`config.mk`:
```
export PLATFORM = sky130hd
export DESIGN_NAME = seq_responder_flat
export DESIGN_NICKNAME = d
export VERILOG_FILES = /design/src/rtl/seq_resp_pkg.sv /design/src/rtl/seq_resp_if.sv /design/src/rtl/seq_resp_pipe.sv /design/src/rtl/seq_responder.sv /design/src/flat_wrapper.sv
export SDC_FILE = /design/constraint.sdc
export NUM_CORES = 1
export LEC_CHECK = 0
export CAP_MARGIN = 15
export CORE_MARGIN = 2
export CORE_UTILIZATION = 49
export CTS_BUF_LIST = sky130_fd_sc_hd__clkbuf_16
export DETAILED_ROUTE_END_ITERATION = 8
export PLACE_DENSITY = 0.86
export SLEW_MARGIN = 20
export SYNTH_ARGS = -nofsm -noshare
export SYNTH_HDL_FRONTEND = slang
export SYNTH_SLANG_ARGS = --single-unit
```
`constraint.sdc`:
```
create_clock -name clk -period 2.1 [get_ports clk]
set_clock_uncertainty 0.05 [all_clocks]
set_input_delay 0.42 -clock clk [delete_from_list [all_inputs] [get_ports clk]]
set_output_delay 0.42 -clock clk [all_outputs]
set_load 0.05 [all_outputs]
```
`src/rtl/seq_resp_pkg.sv`:
```
// Shared definitions for the sequence responder: FSM state encoding and
// sizing constants used by the top level, the pending-response pipe and the
// bus interface.
package seq_resp_pkg;

    // Controller states: IDLE (not accepting), ACTIVE (accepting requests),
    // DRAIN (not accepting, but responses still in flight).
    typedef enum logic [1:0] {
        IDLE   = 2'd0,
        ACTIVE = 2'd1,
        DRAIN  = 2'd2
    } state_t;

    // Deepest supported response latency.
    localparam int DELAY_MAX = 8;

    // Default response-counter width.
    localparam int CNT_W_DEF = 16;

endpackage : seq_resp_pkg

```
`src/rtl/seq_resp_if.sv`:
```
// Request/response bus of the sequence responder. The master drives the
// enable and the two request qualifiers; the slave (the responder) returns
// the response strobe, its complement, the busy flag and the response count.
interface seq_resp_if
    import seq_resp_pkg::*;
#(
    parameter int CNT_W = CNT_W_DEF
);
    logic             en;
    logic             c;
    logic             d;
    logic             a;
    logic             b;
    logic             busy;
    logic [CNT_W-1:0] resp_cnt;

    modport master (
        output en,
        output c,
        output d,
        input  a,
        input  b,
        input  busy,
        input  resp_cnt
    );

    modport slave (
        input  en,
        input  c,
        input  d,
        output a,
        output b,
        output busy,
        output resp_cnt
    );

endinterface : seq_resp_if

```
`src/rtl/seq_resp_pipe.sv`:
```
// DELAY-deep shift register of pending responses. Bit 0 loads the incoming
// trigger; the value about to enter bit DELAY-1 is exported as tail_next so
// the caller can register its outputs in step with the last stage. Cleared
// asynchronously by the active-low reset.
module seq_resp_pipe
    import seq_resp_pkg::*;
#(
    parameter int DELAY = 1
) (
    input  logic             clk,
    input  logic             rst,
    input  logic             din,
    output logic [DELAY-1:0] q,
    output logic             tail_next,
    output logic             empty
);

    logic [DELAY-1:0] nxt;

    // Next contents: everything moves one place towards the tail, din enters bit 0.
    if (DELAY == 1) begin : g_single
        assign nxt = din;
    end else begin : g_multi
        assign nxt = {q[DELAY-2:0], din};
    end

    assign tail_next = nxt[DELAY-1];
    assign empty     = (q == '0);

    // Shift on every clock; reset discards everything in flight.
    always_ff @(posedge clk or negedge rst) begin
        if (!rst) begin
            q <= '0;
        end else begin
            q <= nxt;
        end
    end

endmodule : seq_resp_pipe

```
`src/rtl/seq_responder.sv`:
```
// Sequence responder top level. A request (en && c && d at a rising clock
// edge) produces a one-cycle response strobe a (with b = ~a) that is sampled
// high DELAY edges later. Back-to-back requests give back-to-back responses.
// A small IDLE/ACTIVE/DRAIN controller reports busy, and a saturating counter
// tallies delivered responses.
// Optional build macro: SEQ_RESP_ASSERT_EN compiles in embedded latency and
// a/b-complement assertions; without it the module contains no checks.
module seq_responder
    import seq_resp_pkg::*;
#(
    parameter int DELAY = 1,
    parameter int CNT_W = CNT_W_DEF
) (
    input  logic     clk,
    input  logic     rst,
    seq_resp_if.slave bus
);

    logic             trigger;
    logic [DELAY-1:0] pipe_q;
    logic             pipe_empty;
    logic             tail_next;
    logic             a_q;
    logic             b_q;
    logic             busy_q;
    logic [CNT_W-1:0] cnt_q;
    state_t           state;

    // Qualifiers are ignored whenever en is low, so DRAIN accepts nothing new.
    assign trigger = bus.en & bus.c & bus.d;

    seq_resp_pipe #(
        .DELAY (DELAY)
    ) u_pipe (
        .clk       (clk),
        .rst       (rst),
        .din       (trigger),
        .q         (pipe_q),
        .tail_next (tail_next),
        .empty     (pipe_empty)
    );

    // Response strobe and its complement, loaded alongside the last pipe stage
    // so a trigger appears on a exactly DELAY edges after it is sampled.
    always_ff @(posedge clk or negedge rst) begin
        if (!rst) begin
            a_q <= 1'b0;
            b_q <= 1'b1;
        end else begin
            a_q <= tail_next;
            b_q <= ~tail_next;
        end
    end

    // Controller: busy is registered together with the state it describes.
    always_ff @(posedge clk or negedge rst) begin
        if (!rst) begin
            state  <= IDLE;
            busy_q <= 1'b0;
        end else begin
            case (state)
                IDLE: begin
                    if (bus.en) begin
                        state  <= ACTIVE;
                        busy_q <= 1'b1;
                    end
                end
                ACTIVE: begin
                    if (!bus.en) begin
                        if (pipe_empty) begin
                            state  <= IDLE;
                            busy_q <= 1'b0;
                        end else begin
                            state  <= DRAIN;
                        end
                    end
                end
                DRAIN: begin
                    if (bus.en) begin
                        state  <= ACTIVE;
                    end else if (pipe_empty) begin
                        state  <= IDLE;
                        busy_q <= 1'b0;
                    end
                end
                default: begin
                    state  <= IDLE;
                    busy_q <= 1'b0;
                end
            endcase
        end
    end

    // Delivered-response counter; sticks at all-ones instead of wrapping.
    always_ff @(posedge clk or negedge rst) begin
        if (!rst) begin
            cnt_q <= '0;
        end else if (a_q && (cnt_q != '1)) begin
            cnt_q <= cnt_q + 1'b1;
        end
    end

    assign bus.a        = a_q;
    assign bus.b        = b_q;
    assign bus.busy     = busy_q;
    assign bus.resp_cnt = cnt_q;

`ifdef SEQ_RESP_ASSERT_EN
    // Every accepted request must show up as a response DELAY edges later.
    property p_latency;
        @(posedge clk) disable iff (!rst)
            trigger |-> ##DELAY (bus.a && !bus.b);
    endproperty

    a_latency : assert property (p_latency)
        else $error("seq_responder: response missing DELAY cycles after trigger");

    // The strobe and its complement must never agree.
    a_complement : assert property (@(posedge clk) disable iff (!rst) (bus.a != bus.b))
        else $error("seq_responder: a and b are equal");
`else
    // Plain build: no embedded checks.
`endif

endmodule : seq_responder

```
`src/flat_wrapper.sv`:
```
// flat-port wrapper written by rule: the top's interface ports become plain ports
module seq_responder_flat import seq_resp_pkg::*;
#(
    parameter int DELAY = 1,
    parameter int CNT_W = CNT_W_DEF
)
  (clk, rst, bus_en, bus_c, bus_d, bus_a, bus_b, bus_busy, bus_resp_cnt);
  seq_resp_if #(.CNT_W(CNT_W)) bus_i ();
  input  logic clk;
  input  logic rst;
  input wire logic [$bits(bus_i.en)-1:0] bus_en;
  input wire logic [$bits(bus_i.c)-1:0] bus_c;
  input wire logic [$bits(bus_i.d)-1:0] bus_d;
  output wire logic [$bits(bus_i.a)-1:0] bus_a;
  output wire logic [$bits(bus_i.b)-1:0] bus_b;
  output wire logic [$bits(bus_i.busy)-1:0] bus_busy;
  output wire logic [$bits(bus_i.resp_cnt)-1:0] bus_resp_cnt;
  assign bus_i.en = bus_en;
  assign bus_i.c = bus_c;
  assign bus_i.d = bus_d;
  assign bus_a = bus_i.a;
  assign bus_b = bus_i.b;
  assign bus_busy = bus_i.busy;
  assign bus_resp_cnt = bus_i.resp_cnt;
  seq_responder #(.DELAY(DELAY), .CNT_W(CNT_W)) u_core (.clk(clk), .rst(rst), .bus(bus_i));
endmodule
```
==> Word level (Yosys, flattened, before mapping) <==
Index checks and enable logic that the tools add are counted.
{ "classes": {"order_cmp": 0, "n_bitwise": 3, "div": 0, "n_reduce_logical": 5, "n_eq_ne": 8, "n_mul": 0, "addsub": 1, "shift": 0, "mux": 10} }
{ "op_table": {"columns": ["op", "count"], "rows": [
  ["adder 16 x 1 -> 16 bit, second input constant", 1],
  ["!= test 16 bit, second input constant", 1],
  ["two-way mux 2 bit", 5],
  ["!= test 2 bit, second input constant", 4],
  ["case mux 2 bit (3 select lines)", 1],
  ["AND reduction 3 bit", 2],
  ["two-way mux 1 bit", 3],
  ["!= test 3 bit, second input constant", 1],
  ["bitwise AND 1 bit", 2],
  ["== test 2 x 1 -> 1 bit, second input constant", 1],
  ["== test 2 bit, second input constant", 1],
  ["logical NOT 2 bit", 1],
  ["case mux 1 bit (2 select lines)", 1],
  ["OR reduction 2 bit", 1],
  ["logical AND 1 bit", 1],
  ["inverter 1 bit", 1]
]} }
{ "word_totals": {"latchBits": 0, "rom_bits": 0, "n_memories": 0, "wordCells": 32, "mem_bits_rw": 0, "out_inout_bits": 19, "regBits": 21, "input_bits": 5} }

==> Longest topological paths before layout <==
{ "depth": {"word_depth": 4, "ltp_mapped": 6, "depth_no_buf": 6} }

==> Cells and area by module <==
From an unflattened synthesis, not the netlist that was laid out.
{ "unflattened": {"cells_unflattened": 107, "hier_area_um2": 1167.4} }
{ "by_module_without_submodules": {"columns": ["mod", "cells_per_inst", "area_per_inst_um2", "n_inst", "seq_area_each_um2"], "rows": [
  ["seq_responder", 104, 1131.1, 1, 526.8],
  ["seq_resp_pipe", 3, 36.3, 1, 25.0]
]} }

==> Worst setup path before layout <==
No wires, ideal clock.
{ "synth_path": {"path_type": "register -> register", "from": "register u_core.cnt_q[0], in the netlist u_core.bus.resp_cnt[0]", "to": "register u_core.cnt_q[1], in the netlist u_core.bus.resp_cnt[1]", "t_arrival_ns": 1.726, "setup_slack_ns": 0.199, "stages_incl_launch_ff": 6, "cell_sequence": "dfrtp_1 ha_1 nand3_1 nor4_4 nor2b_2 mux2_4"} }
{ "synth_via": {"elab_chain_len": 2, "elab_cells_between_ends": 3, "classes_between": "1 x add/sub; 1 x eq/ne; 1 x reduce/logical"} }
{ "synth_rtl": {"columns": ["item", "line", "source"], "rows": [
  ["start: declaration", "seq_responder.sv:26", "logic [CNT_W-1:0] cnt_q;"],
  ["start signal: assignment", "seq_responder.sv:99", "cnt_q <= cnt_q + 1'b1;"],
  ["branches (longest 2 deep; another with adder 16 x 1 -> 16 bit)", null, null]
]} }
Parallel ways; which one is timed is not known.
A chain may end at the register's enable or synchronous reset.

==> Final worst setup path <==
{ "layout_path": {"from": "register u_core.cnt_q[12], in the netlist u_core.bus.resp_cnt[12]", "to": "output port bus_resp_cnt[12]"} }
{ "layout_rtl": {"columns": ["item", "line", "source"], "rows": [
  ["end: declaration", "flat_wrapper.sv:17", "output wire logic [$bits(bus_i.resp_cnt)-1:0] bus_resp_cnt;"]
]} }
No word-level cell between the ends.

==> run metrics <==
Cells after Synth=102; worst reg2reg path depth=5; H-tree depth=1; initial core utilization=0.513; # diodes=0; CP peak stage delay=840 ps; Worst setup EP type=primary output; max-cap viol count=0; CP Buf/Inv Count=1; initial antenna violation count=0; Power Density=1050 mW/mm^2; cell taking the most area after synthesis=dfrtp_1; die width=51.7 um; Power Total=1.51 mW; area occupied by registers=527 um^2; post-CTS sizing=0; Unique masters post-synth=33; Post-Layout Cell Count=156; # fillers=176; period utilisation layout=0.966; cell area after layout=0.00144 mm^2; full die area=0.00267 mm^2; synthesis-stage register bit count=21; Final nets=139; worst skew pair latency=250 ps; Row Count=17; Setup TNS=0 ps; Pleak=0.707 nW; first-pass GRT wire length=3740 um; CP max FO=7; Worst R2R Start=u_core.bus.resp_cnt[0]; Critical Path AT=1560 ps; Crit Reg-Reg Endpoint=u_core.bus.resp_cnt[9]; syn avg cell area=10.9 um^2; Wirelength per Cell=14.5 um; Max Slew Vio Count=0; routed via count=904; Area contributors post-synth=dfrtp_1 (45%), ha_1 (5.6%), xor2_1 (5.5%); Yosys warnings=0; # Post-CTS Setup Buffers=0; Clock transition at path regs=60 ps; clk root buf=clkbuf_16; WHS=463 ps; hpwl dp=1620 um; cell area after synthesis=0.00111 mm^2; Max transition margin=0.665; post-route ant nets=0; Worst EP required=1630 ps; Max IR drop VDD=0.751 mV; outcome=finished clean; clock sink total=21; via-per-instance ratio=5.79; commonest non-fill, non-tap cells in the layout=dfrtp_1 (20), clkdlybuf4s50_1 (15), buf_4 (9), nor2_1 (8), a21oi_1 (8); Seq/Total Area, Yosys=0.473; worst slew pin tran=501 ps; Final Core Density=0.661; setup ws final=71.8 ps; Tmin final=2030 ps; Core ar.=0.00217 mm^2; ys async rst share=1.00; number of synthesized flops with an enable pin=0; R2R setup slack=360 ps; die height=51.7 um; cts hold-fix bufs=0; Hold Vio Cnt, Final=0; Critical-path top delay cell=clkdlybuf4s50_1; RD Place Congestion=0.776; Synth Net Count=112; First DRT Iteration DRCs=33; First-pass DRT Iterations=4; Multi-input gate area=553 um^2; # setup viols final=0; top_reg_cell synth=dfrtp_1; commonest non-fill, non-tap cell in the layout=dfrtp_1; pre-CTS setup slack=343 ps; Area growth syn-to-layout=28.9%; layout cell share with drive strength beyond 1=0.180; Global Route Usage Sum=0.185; Setup Crit Path Kind=reg -> out; largest net degree at the start of global routing=22; dpl cell area=0.00136 mm^2; CTS buffer count=3; worst hold path type=in -> async; GR Overflow Total=0; post-synth top area share=0.449; CP startpoint kind=register; total routed wirelength=2260 um; count of buffers from port buffering=23; DRC=0; CP Cell Sequence=clkdlybuf4s50_1; CTS tree=built; Peak Freq=493 MHz; Ports=24; RSZ-0062 raised after global routing=false; number of global-route vias before repair=862; clock buffer depth=2; Placed Cells=152; CP delay by family, top=buffers and inverters
-- layout make-up --
type,count,share of cell area
clock buffers,3,0.0523
well taps,28,0.0244
multi-input cells,73,0.385
repair buffers,24,0.152
clock inverters,1,0.00349
inverters,6,0.0157
flip-flops and latches,21,0.367
-- registers in the layout, indices dropped and copies added, names as in the netlist --
| register | cells |
|---|---|
| u_core.bus.busy | 1 |
| u_core.state | 2 |
| u_core.bus.resp_cnt | 16 |
| u_core.bus.b | 1 |
| u_core.bus.a | 1 |
-- metal layers --
layer,GRT usage,share of wire,up-vias
li1,-,-,431
met1,0.249,0.45,445
met2,0.299,0.49,24
met3,0.0230,0.038,4
met4,0.0833,0.013,0
met5,0,0,-
-- cell usage after synthesis, types with 2 or more instances --
| cell type | number |
|---|---|
| ha_1 | 5 |
| xor2_1 | 7 |
| o21ai_0 | 2 |
| xnor2_1 | 2 |
| inv_1 | 6 |
| a31oi_1 | 6 |
| nand3_1 | 5 |
| dfrtp_1 | 20 |
| nand4_4 | 2 |
| and4_2 | 2 |
| nor4_1 | 4 |
| o21bai_1 | 2 |
| nor4b_1 | 2 |
| nor3_1 | 2 |
| nand2_1 | 3 |
| nor2_1 | 8 |
| a21oi_1 | 8 |
-- worst max-delay path by stage --
stage | startpoint | to | slack (ps) | cells after the start
2_1_floorplan | u_core.bus.resp_cnt[0] | u_core.bus.resp_cnt[1] | 200 | 5
3_3_place_gp | u_core.bus.resp_cnt[12] | bus_resp_cnt[12] | 380 | 1
3_5_place_dp | bus_en | u_core.state[0] | 340 | 4
4_1_cts | u_core.bus.resp_cnt[12] | bus_resp_cnt[12] | 90 | 1
5_1_grt | u_core.bus.resp_cnt[12] | bus_resp_cnt[12] | 20 | 1
6_report | u_core.bus.resp_cnt[12] | bus_resp_cnt[12] | 70 | 1
-- kinds of logic after synthesis --
| group | count (synthesis) | share of synthesized area |
|---|---|---|
| buffers and inverters | 8 | 0.0303 |
| xor gates and xnor gates | 9 | 0.0708 |
| muxes | 1 | 0.0135 |
| AOI/OAI and AO/OA | 22 | 0.121 |
| adders and majority gates | 5 | 0.0562 |
| DFF | 21 | 0.473 |
| and+or+nand+nor | 36 | 0.235 |
-- where the power goes --
group	switching (mW)	internal [mW]
Sequential	0.0946	0.474
Clock	0.140	0.255
Combinational	0.353	0.195
Power figures use the tool's default switching activity.
